**config.mk**
```make
export PLATFORM = sky130hd
export DESIGN_NAME = sipo_receiver_flat
export DESIGN_NICKNAME = d
export VERILOG_FILES = /design/src/rtl/sipo_receiver_pkg.sv /design/src/rtl/sipo_receiver_if.sv /design/src/rtl/sipo_bit_counter.sv /design/src/rtl/sipo_receiver.sv /design/src/flat_wrapper.sv
export SDC_FILE = /design/constraint.sdc
export NUM_CORES = 1
export LEC_CHECK = 0
export ABC_AREA = 1
export CORE_AREA = 2 2 47 49
export CTS_CLUSTER_DIAMETER = 50
export DETAILED_ROUTE_END_ITERATION = 8
export DIE_AREA = 0 0 49 51
export HOLD_SLACK_MARGIN = 0.12
export PLACE_DENSITY = 0.78
export SETUP_SLACK_MARGIN = 0.5
export SKIP_CTS_REPAIR_TIMING = 1
export SYNTH_ARGS = -nofsm -noshare
export SYNTH_HDL_FRONTEND = slang
export SYNTH_SLANG_ARGS = --single-unit
```
**constraint.sdc**
```tcl
create_clock -name clk -period 1.7 [get_ports clk]
set_input_delay 0.51 -clock clk [delete_from_list [all_inputs] [get_ports clk]]
set_output_delay 0.51 -clock clk [all_outputs]
set_load 0.05 [all_outputs]
```
**src/rtl/sipo_receiver_pkg.sv**
```systemverilog
// Shared constants for the serial link: default word MSB index, counter sizing
// and the bit order used by both the transmitter and the receiver.
package sipo_receiver_pkg;

   localparam int unsigned width_default = 7;

   typedef enum logic {
      msb_first = 1'b0,
      lsb_first = 1'b1
   } bit_order_e;

   localparam bit_order_e bit_order = msb_first;

   // Bits needed to count 0..width inclusive
   function automatic int unsigned cnt_bits(input int unsigned width);
      return (width < 1) ? 1 : $clog2(width + 1);
   endfunction

endpackage

```
**src/rtl/sipo_receiver_if.sv**
```systemverilog
// Serial-side strobes plus the parallel valid/ready handshake of the receiver.
interface sipo_receiver_if
   import sipo_receiver_pkg::*;
#(
   parameter int unsigned width = width_default
);
   logic             serial_in;
   logic             en;
   logic             sync;
   logic             ready;
   logic             ovr_clr;
   logic [width:0]   parallel_out;
   logic             valid;
   logic             busy;
   logic             overrun;

   modport master (
      output serial_in, en, sync, ready, ovr_clr,
      input  parallel_out, valid, busy, overrun
   );

   modport slave (
      input  serial_in, en, sync, ready, ovr_clr,
      output parallel_out, valid, busy, overrun
   );
endinterface

```
**src/rtl/sipo_bit_counter.sv**
```systemverilog
// Modulo-(width+1) bit counter: sync clear beats enable, tc_c marks the last bit.
module sipo_bit_counter
   import sipo_receiver_pkg::*;
#(
   parameter int unsigned width = width_default
) (
   input  logic clk,
   input  logic clr,
   input  logic en,
   input  logic sclr,
   output logic tc_c,
   output logic busy
);
   localparam int unsigned cnt_w = cnt_bits(width);

   logic [cnt_w-1:0] cnt;
   logic [cnt_w-1:0] cnt_next;

   assign tc_c = (cnt == cnt_w'(width));

   always_comb begin
      cnt_next = cnt;
      if (sclr) begin
         cnt_next = '0;
      end else if (en) begin
         cnt_next = tc_c ? '0 : cnt + cnt_w'(1);
      end
   end

   // busy tracks the registered count so it is never a decode of the flops
   always_ff @(posedge clk or negedge clr) begin
      if (!clr) begin
         cnt  <= '0;
         busy <= 1'b0;
      end else begin
         cnt  <= cnt_next;
         busy <= (cnt_next != '0);
      end
   end

endmodule

```
**src/rtl/sipo_receiver.sv**
```systemverilog
// Deserialises the link bit stream into (width+1)-bit words and offers each one
// on a registered valid/ready handshake, flagging overrun on an unconsumed word.
module sipo_receiver
   import sipo_receiver_pkg::*;
#(
   parameter int unsigned width = width_default
) (
   input  logic           clk,
   input  logic           clr,
   sipo_receiver_if.slave bus
);
   logic [width-1:0] sr;
   logic [width-1:0] shift_c;
   logic [width:0]   word_c;
   logic [width:0]   parallel_out;
   logic             valid;
   logic             overrun;
   logic             busy;
   logic             tc_c;
   logic             step_c;
   logic             done_c;
   logic             load_c;
   logic             ovr_set_c;

   sipo_bit_counter #(
      .width (width)
   ) u_cnt (
      .clk  (clk),
      .clr  (clr),
      .en   (bus.en),
      .sclr (bus.sync),
      .tc_c (tc_c),
      .busy (busy)
   );

   // Shift direction and final word assembly follow the shared bit order
   generate
      if (bit_order == msb_first) begin : g_msb
         if (width == 1) begin : g_one
            assign shift_c = bus.serial_in;
         end else begin : g_many
            assign shift_c = {sr[width-2:0], bus.serial_in};
         end
         assign word_c = {sr, bus.serial_in};
      end else begin : g_lsb
         if (width == 1) begin : g_one
            assign shift_c = bus.serial_in;
         end else begin : g_many
            assign shift_c = {bus.serial_in, sr[width-1:1]};
         end
         assign word_c = {bus.serial_in, sr};
      end
   endgenerate

   assign step_c    = bus.en && !bus.sync;
   assign done_c    = step_c && tc_c;
   assign load_c    = done_c && (!valid || bus.ready);
   assign ovr_set_c = done_c && valid && !bus.ready;

   always_ff @(posedge clk or negedge clr) begin
      if (!clr) begin
         sr           <= '0;
         parallel_out <= '0;
         valid        <= 1'b0;
         overrun      <= 1'b0;
      end else begin
         if (bus.sync) begin
            sr <= '0;
         end else if (step_c) begin
            sr <= tc_c ? '0 : shift_c;
         end

         // A completing word may replace one being accepted on the same edge
         if (load_c) begin
            parallel_out <= word_c;
            valid        <= 1'b1;
         end else if (valid && bus.ready) begin
            valid <= 1'b0;
         end

         if (ovr_set_c) begin
            overrun <= 1'b1;
         end else if (bus.ovr_clr) begin
            overrun <= 1'b0;
         end
      end
   end

   assign bus.parallel_out = parallel_out;
   assign bus.valid        = valid;
   assign bus.busy         = busy;
   assign bus.overrun      = overrun;

endmodule

```
**src/flat_wrapper.sv**
```systemverilog
// flat-port wrapper written by rule: the top's interface ports become plain ports
module sipo_receiver_flat import sipo_receiver_pkg::*;
#(
   parameter int unsigned width = width_default
)
  (clk, clr, bus_serial_in, bus_en, bus_sync, bus_ready, bus_ovr_clr, bus_parallel_out, bus_valid, bus_busy, bus_overrun);
  sipo_receiver_if #(.width(width)) bus_i ();
  input  logic clk;
  input  logic clr;
  input wire logic [$bits(bus_i.serial_in)-1:0] bus_serial_in;
  input wire logic [$bits(bus_i.en)-1:0] bus_en;
  input wire logic [$bits(bus_i.sync)-1:0] bus_sync;
  input wire logic [$bits(bus_i.ready)-1:0] bus_ready;
  input wire logic [$bits(bus_i.ovr_clr)-1:0] bus_ovr_clr;
  output wire logic [$bits(bus_i.parallel_out)-1:0] bus_parallel_out;
  output wire logic [$bits(bus_i.valid)-1:0] bus_valid;
  output wire logic [$bits(bus_i.busy)-1:0] bus_busy;
  output wire logic [$bits(bus_i.overrun)-1:0] bus_overrun;
  assign bus_i.serial_in = bus_serial_in;
  assign bus_i.en = bus_en;
  assign bus_i.sync = bus_sync;
  assign bus_i.ready = bus_ready;
  assign bus_i.ovr_clr = bus_ovr_clr;
  assign bus_parallel_out = bus_i.parallel_out;
  assign bus_valid = bus_i.valid;
  assign bus_busy = bus_i.busy;
  assign bus_overrun = bus_i.overrun;
  sipo_receiver #(.width(width)) u_core (.clk(clk), .clr(clr), .bus(bus_i));
endmodule
```
==> results_dict.tcl, run 1 <==
set metrics [dict create \
    pwr_density_cell_nw_per_um2 577 \
    place.gp.congestion 0.845 \
    area_growth_pct 66.8 \
    netlist_instances 97 \
    ys_warn_count 0 \
    cts_tree "done" \
    synth.cell_area_um2 912 \
    fin_util 0.737 \
    critical_path.max_stage_delay_ns 0.44 \
    required_ns 1.19 \
    finalClockSkew_ns 0.00155 \
    final-setup-viol-count 0 \
    instances_no_fill 163 \
    root_buffer "clkbuf_4" \
    cp.arrival_ns 0.91 \
    vias 818 \
    worstSetupPathDepth 1 \
    rows 17 \
    status "completed" \
    rsz0062_at_grt "true" \
    clkSinkCount 21 \
    grt.overflow.total 0 \
    layout_commonest_cell "nand2_1" \
    dr.pass1.iters 5 \
    crit_path_end_kind "output port" \
    h-tree-depth 1 \
    critPathBufInv 1 \
    fin_tns_setup_ns 0 \
    io_pins 18 \
    core_area_um2 2060 \
    netlist_top_cells_area "dfrtp_1, nand2_1, nand3_1" \
    layout_common_cells "nand2_1, dfrtp_1, buf_4, buf_12" \
    dpl.cell_count 146 \
    initial_utilization 0.442 \
    insertion_delay_ns 0.30 \
    routedWlPerCell_um 13.6 \
    finalPower_mw 0.877 \
    routed_wl_mm 2.22 \
    fin_crit_ns 1.42 \
    hpwl_mm 1.45 \
    io_buffers 17 \
    die_h_um 51 \
    nets 146 \
    drive_gt1_frac 0.459 \
    grt_max_degree 22 \
    fmax_mhz 702 \
    crit_chain "buf_12" \
    cp-start-kind "flip-flop" \
    yosysSeqAreaShare 0.576 \
    track_usage 0.173 \
    path_delay_family "flip-flops" \
    maxSlewViolCount 0 \
    numCtsBuffers 3 \
    ys_seq_elements 21 \
    drc 0 \
    cts_buffer_depth 2 \
    avgSynthCellArea_um2 9.40 \
    cts.clk_slew.worst_paths_ns 0.11 \
    n_antenna_cell 0 \
    die_w_um 49 \
    slowest_stage "dfrtp_1" \
    grt_pass1_vias 756 \
    yosysTopAreaCellShare 0.576 \
    relSlewSlack 0.819 \
    grt_antenna_before_repair 0 \
    cellLeakagePower_nw 0.746 \
    drv_cap 0 \
    rr_worst_depth 7 \
    crit_fanout 2 \
    min_path_cells 2 \
    grt_pass1_wl_mm 3.21 \
    irDropWorstVdd_uv 560 \
    final-hold-violation-count 0 \
    synth_cell_types 13 \
    tightest_slew_ns 0.271 \
    ant_nets 0 \
    vias_per_cell 5.02 \
    dp_worst_setup_slack_ns -0.0103 \
    layout_setup_ws_ns 0.276 \
    worstSetupPathType "flip-flop to output port" \
    drt_iter0_markers 10 \
    syn_nets 107 \
    min_path_type "flip-flop to flip-flop" \
    synth_top_area_cell "dfrtp_1" \
    die-area_um2 2500 \
    post-route-period-util 0.838 \
]
## kinds of logic after synthesis
| family | Yosys count | share of synthesized area |
|---|---|---|
| flip-flops | 21 | 0.576 |
| buffers and inverters | 12 | 0.0494 |
| AO/OA/AOI/OAI | 9 | 0.0576 |
| adder cells (fa/ha/maj) | 3 | 0.0412 |
| AND/OR/NAND/NOR | 52 | 0.276 |
## worst paths after layout
kind	startpoint	endpoint	slack [ns]
setup / recovery	u_core.bus.parallel_out[6]	bus_parallel_out[6]	0.28
hold / removal	u_core.sr[6]	u_core.sr[6]	0.52
setup reg to reg	u_core.u_cnt.cnt[1]	u_core.bus.parallel_out[7]	0.42
hold reg to reg	u_core.sr[6]	u_core.sr[6]	0.52
max in group asynchronous	clr	u_core.bus.valid	0.92
min in group asynchronous	clr	u_core.bus.parallel_out[4]	0.55
## final cells by class
class	instances	area, um^2
Fill cell	144	542
Sequential cell	21	527
Multi-Input combinational cell	65	464
Timing Repair Buffer	33	417
Inverter	12	52.6
Tap cell	28	35.0
Clock buffer	4	26.3
## per-stage QoR
stage	hold WS, ns	cell area (um^2)
after floorplan	0.214	918
after global placement	0.472	1260
after detailed placement	0.500	1260
after CTS	0.526	1290
after global routing	0.534	1520
final	0.521	1520
## flip-flops by register name, indices dropped and copies added, names as in the netlist
name and count:
u_core.sr 7, u_core.u_cnt.cnt 3, u_core.bus.parallel_out 8, u_core.bus.valid 1, u_core.u_cnt.busy 1, u_core.bus.overrun 1
## routing by layer
metal  vias to the layer above  GRT usage  part of all wire
met5                         -          0                 0
met2                        21      0.336              0.59
met4                         0     0.0810             0.013
met1                       403      0.171              0.36
met3                         5     0.0468             0.036
li1                        389          -                 -
## synth_stat cells (all sizes together)
| master | n |
|---|---|
| o31ai | 3 |
| inv | 12 |
| dfrtp | 21 |
| ha | 3 |
| nand2 | 34 |
| nor2 | 6 |
| o21ai | 6 |
| nand3 | 12 |
## report_power, final
part | leakage (nW) | switching, mW | internal [mW] | total [mW]
clock network | 0.0150 | 0.146 | 0.0917 | 0.237
registers | 0.288 | 0.0114 | 0.510 | 0.521
logic | 0.443 | 0.0638 | 0.0551 | 0.119
## worst reg2reg max path: cells and delay by family, from the launching register on
family / cells / cell delay, ns
flops: 1 / 0.41
simple gates: 4 / 0.40
fa+ha+maj: 2 / 0.33
buf+inv: 1 / 0.04
No activity file was read; power rests on OpenSTA's default activity.
==> run 2: changes to the inputs <==
--- a/config.mk
+++ b/config.mk
@@ -6,12 +6,12 @@
 export NUM_CORES = 1
 export LEC_CHECK = 0
 export ABC_AREA = 1
-export CORE_AREA = 2 2 47 49
+export CORE_AREA = 2 2 49 51
 export CTS_CLUSTER_DIAMETER = 50
 export DETAILED_ROUTE_END_ITERATION = 8
-export DIE_AREA = 0 0 49 51
+export DIE_AREA = 0 0 51 53
 export HOLD_SLACK_MARGIN = 0.12
-export PLACE_DENSITY = 0.78
+export PLACE_DENSITY = 0.76
 export SETUP_SLACK_MARGIN = 0.5
 export SKIP_CTS_REPAIR_TIMING = 1
 export SYNTH_ARGS = -nofsm -noshare
==> constraint.sdc (replaced) <==
create_clock -name clk -period 1.3 [get_ports clk]
set_input_delay 0.39 -clock clk [delete_from_list [all_inputs] [get_ports clk]]
set_output_delay 0.39 -clock clk [all_outputs]
set_load 0.05 [all_outputs]
==> results_dict.tcl, run 2 (synthesis results as in run 1) <==
set metrics [dict create \
    rrSetupSlack_ns -0.01 \
    cts.clk_slew.worst_paths_ns 0.11 \
    grt_antenna_before_repair 0 \
    initial_utilization 0.425 \
    cts_tree "done" \
    relSlewSlack 0.846 \
    layout_setup_ws_ns -0.0141 \
    pwr_density_cell_nw_per_um2 752 \
    root_buffer "clkbuf_4" \
    largest_reg_flops 8 \
    clkSinkCount 21 \
    hpwl_mm 1.41 \
    drive_gt1_frac 0.474 \
    die-area_um2 2700 \
    finalPower_mw 1.14 \
    failed_checks "negative setup slack" \
    critPathLaunch "u_core.u_cnt.cnt[0]" \
    numCtsBuffers 3 \
    post-route-period-util 1.01 \
    cts_buffer_depth 2 \
    nets 146 \
    die_w_um 51 \
    grt_pass1_vias 722 \
    rr_worst_depth 7 \
    layout_commonest_cell "nand2_1" \
    rows 17 \
    crit_fanout 5 \
    h-tree-depth 1 \
    insertion_delay_ns 0.30 \
    final-hold-violation-count 0 \
    drv_cap 0 \
    vias 785 \
    cellLeakagePower_nw 0.714 \
    n_antenna_cell 0 \
    core_area_um2 2150 \
    cp-endpoint "u_core.bus.parallel_out[5]" \
    cp.arrival_ns 1.51 \
    track_usage 0.152 \
    drt_iter0_markers 17 \
    drc 0 \
    routed_wl_mm 1.98 \
    fin_crit_ns 1.31 \
    finalClockSkew_ns 0.00246 \
    layout_common_cells "nand2_1, buf_12, dfrtp_1, buf_4, dfrtp_2" \
    area_growth_pct 65.6 \
    fin_util 0.703 \
    final-setup-viol-count 2 \
    required_ns 1.50 \
    rsz0062_at_grt "true" \
    tightest_slew_ns 0.231 \
    fillCellCount 158 \
    maxSlewViolCount 0 \
    grt_max_degree 22 \
    fmax_mhz 761 \
    grt.overflow.total 0 \
    place.gp.congestion 0.805 \
    crit_path_end_kind "flip-flop" \
    routedWlPerCell_um 12.1 \
    ant_nets 0 \
    die_h_um 53 \
    r2r-end "u_core.bus.parallel_out[5]" \
    worstSetupPathType "flip-flop to flip-flop" \
    min_path_type "primary input to asynchronous set/reset pin" \
    io_pins 18 \
    cp-start-kind "flip-flop" \
    io_buffers 17 \
    dr.pass1.iters 5 \
    vias_per_cell 4.82 \
    irDropWorstVdd_uv 552 \
    top_register "u_core.bus.parallel_out" \
    status "complete, but fails checks" \
    rr_startpoint "u_core.u_cnt.cnt[0]" \
    largestRegisters "u_core.bus.parallel_out (8), u_core.sr (7), u_core.u_cnt.cnt (3)" \
    grt_pass1_wl_mm 2.94 \
]
-- run 2: changes by cell type in the layout (fill, tap and decap cells not counted), sizes merged --
cell and change:
dlymetal6s2s -2, buf -1, clkdlybuf4s50 +2, nor2 +1
-- run 2: cell type report --
cell class / instances / area [um^2] / share of cell area
flip-flops and latches: 21 / 538 / 0.356
multi-input cells: 66 / 432 / 0.286
repair buffers: 32 / 429 / 0.284
inverters: 12 / 50.0 / 0.0331
well taps: 28 / 35.0 / 0.0232
clock buffers: 4 / 26.3 / 0.0174
-- run 2: worst min-delay path by stage --
| stage | start | depth (start not counted) | to | slack (ns) |
|---|---|---|---|---|
| after global placement | u_core.sr[6] | 2 | u_core.sr[6] | 0.48 |
| after floorplan | clr | 0 | u_core.bus.overrun | 0.09 |
| after CTS | clr | 2 | u_core.bus.overrun | 0.42 |
| after detailed placement | u_core.sr[6] | 2 | u_core.sr[6] | 0.48 |
| after global routing | clr | 2 | u_core.bus.parallel_out[4] | 0.43 |
| final | clr | 2 | u_core.bus.parallel_out[4] | 0.43 |
-- run 2: power by group --
group,internal (mW),switching (mW),leakage (nW)
Clock,0.120,0.184,0.0150
Combinational,0.0749,0.0768,0.426
Sequential,0.666,0.0145,0.273
-- run 2: routing by layer --
layer / GRT usage / part of all wire
met5: 0 / 0
met1: 0.155 / 0.38
met4: 0.0946 / 0.018
met3: 0.0367 / 0.047
met2: 0.279 / 0.55
-- run 2: per-stage QoR --
stage | std cells | instance area [um^2] | TNS, ns | hold slack, ns | worst slack (ns)
final | 163 | 1510 | -0.0243 | 0.425 | -0.0141
after global routing | 163 | 1510 | -0.763 | 0.426 | -0.0811
after CTS | 151 | 1380 | -0.0133 | 0.418 | -0.00523
after detailed placement | 147 | 1360 | -5.13 | 0.478 | -0.331
after global placement | 147 | 1360 | -4.54 | 0.478 | -0.293
after floorplan | 97 | 980 | 0 | 0.0944 | 0.150
-- run 2: critical path, stage by stage (launching register included) --
cell and delay (ns):
dfrtp_1 0.45, ha_4 0.20, ha_4 0.17, inv_4 0.09, nor2_8 0.06, buf_4 0.13, nand3_1 0.07, nand2_1 0.06
==> run 3: changes to the inputs <==
--- a/config.mk
+++ b/config.mk
@@ -6,10 +6,12 @@
 export NUM_CORES = 1
 export LEC_CHECK = 0
 export ABC_AREA = 1
-export CORE_AREA = 2 2 49 51
+export CELL_PAD_IN_SITES_DETAIL_PLACEMENT = 0
+export CELL_PAD_IN_SITES_GLOBAL_PLACEMENT = 1
+export CORE_AREA = 2 2 56 58
 export CTS_CLUSTER_DIAMETER = 50
 export DETAILED_ROUTE_END_ITERATION = 8
-export DIE_AREA = 0 0 51 53
+export DIE_AREA = 0 0 58 60
 export HOLD_SLACK_MARGIN = 0.12
 export PLACE_DENSITY = 0.76
 export SETUP_SLACK_MARGIN = 0.5
==> results_dict.tcl, run 3 (synthesis results as in run 1) <==
set metrics [dict create \
    status "completed" \
    r2r-end "u_core.bus.parallel_out[3]" \
    insertion_delay_ns 0.30 \
    largest_reg_flops 8 \
    crit_chain "buf_12" \
    n_antenna_cell 0 \
    routedWlPerCell_um 11.4 \
    grt_use_met3 0.0433 \
    rows 20 \
    rr_startpoint "u_core.u_cnt.cnt[0]" \
    root_buffer "clkbuf_4" \
    fillCellCount 292 \
    grt_antenna_before_repair 0 \
    worstSetupPathType "flip-flop to output port" \
    fmax_mhz 780 \
    layout_common_cells "nand2_1, buf_12, dfrtp_1, dfrtp_2, nand3_1" \
    core_area_um2 2900 \
    dr.pass1.iters 2 \
    initial_utilization 0.314 \
    grt.overflow.total 0 \
    io_pins 18 \
    fin_util 0.509 \
    drive_gt1_frac 0.438 \
    top_register "u_core.bus.parallel_out" \
    crit_path_end_kind "output port" \
    clkSinkCount 21 \
    largestRegisters "u_core.bus.parallel_out (8), u_core.sr (7), u_core.u_cnt.cnt (3)" \
    crit_fanout 2 \
    track_usage 0.120 \
    grt_max_degree 22 \
    hold_ws_ns 0.418 \
    numCtsBuffers 3 \
    final-setup-viol-count 0 \
    final-hold-violation-count 0 \
    fin_tns_setup_ns 0 \
    cts_buffer_depth 2 \
    vias_per_cell 4.56 \
    post-route-period-util 0.986 \
    cp.arrival_ns 0.89 \
    use_met2 0.216 \
    slowest_stage "dfrtp_2" \
    grt_pass1_vias 742 \
    critical_path.max_stage_delay_ns 0.44 \
    cp-start-kind "flip-flop" \
    cellLeakagePower_nw 0.708 \
    drc 0 \
    nets 141 \
    rr_worst_depth 7 \
    critPathBufInv 1 \
    place.gp.congestion 0.700 \
    tightest_slew_ns 0.229 \
    die_w_um 58 \
    vias 743 \
    area_growth_pct 62.0 \
    ant_nets 0 \
    die-area_um2 3480 \
    irDropWorstVdd_uv 557 \
    die_h_um 60 \
    grtUsageMet1 0.136 \
    finalClockSkew_ns 0.00292 \
    pwr_density_cell_nw_per_um2 763 \
    drv_cap 0 \
    rsz0062_at_grt "true" \
    routed_wl_mm 1.87 \
    h-tree-depth 1 \
    cts.clk_slew.worst_paths_ns 0.11 \
    relSlewSlack 0.847 \
    layout_commonest_cell "nand2_1" \
    rrSetupSlack_ns 0.04 \
    grt-busiest-layer "met2" \
    drt_iter0_markers 10 \
    fin_crit_ns 1.28 \
    hpwl_mm 1.40 \
    cts_tree "done" \
    io_buffers 17 \
    min_path_type "primary input to asynchronous set/reset pin" \
    grt_pass1_wl_mm 3.13 \
    path_delay_family "flip-flops" \
    required_ns 0.91 \
    maxSlewViolCount 0 \
]
## run 3: report_power, final
part	total (mW)	internal, mW	switching [mW]
Sequential	0.681	0.666	0.0143
Combinational	0.143	0.0701	0.0733
Clock	0.304	0.120	0.184
## run 3: worst max path at each step
stage                              startpoint                          to  slack (ns)  cells past startpoint
after floorplan           u_core.u_cnt.cnt[0]  u_core.bus.parallel_out[0]        0.15                      7
after global routing      u_core.u_cnt.cnt[0]  u_core.bus.parallel_out[2]       -0.04                      7
after CTS                    u_core.bus.valid                   bus_valid     -0.0007                      1
after global placement                 bus_en  u_core.bus.parallel_out[1]       -0.30                      6
final                        u_core.bus.valid                   bus_valid        0.02                      1
after detailed placement               bus_en  u_core.bus.parallel_out[5]       -0.32                      6
## run 3: routing by layer
layer	part of all wire	vias to the layer above
met5	0	-
met4	0.0054	0
met3	0.061	3
met2	0.53	18
met1	0.40	347
li1	-	375
## run 3: through the flow
step	worst slack, ns	power (mW)	cell area [um^2]	std cells
6_report	0.0185	1.13	1480	163
5_1_grt	-0.0364	1.19	1480	163
4_1_cts	-0.000701	1.14	1380	156
3_5_place_dp	-0.321	0.831	1350	152
3_3_place_gp	-0.301	0.829	1350	152
2_1_floorplan	0.150	0.746	980	97
## run 3: cell type report
cell class / instances / area, um^2 / share of cell area
flip-flops and latches: 21 / 538 / 0.364
multi-input cells: 64 / 413 / 0.279
repair buffers: 29 / 407 / 0.275
inverters: 12 / 52.6 / 0.0356
well taps: 33 / 41.3 / 0.0279
clock buffers: 4 / 26.3 / 0.0178
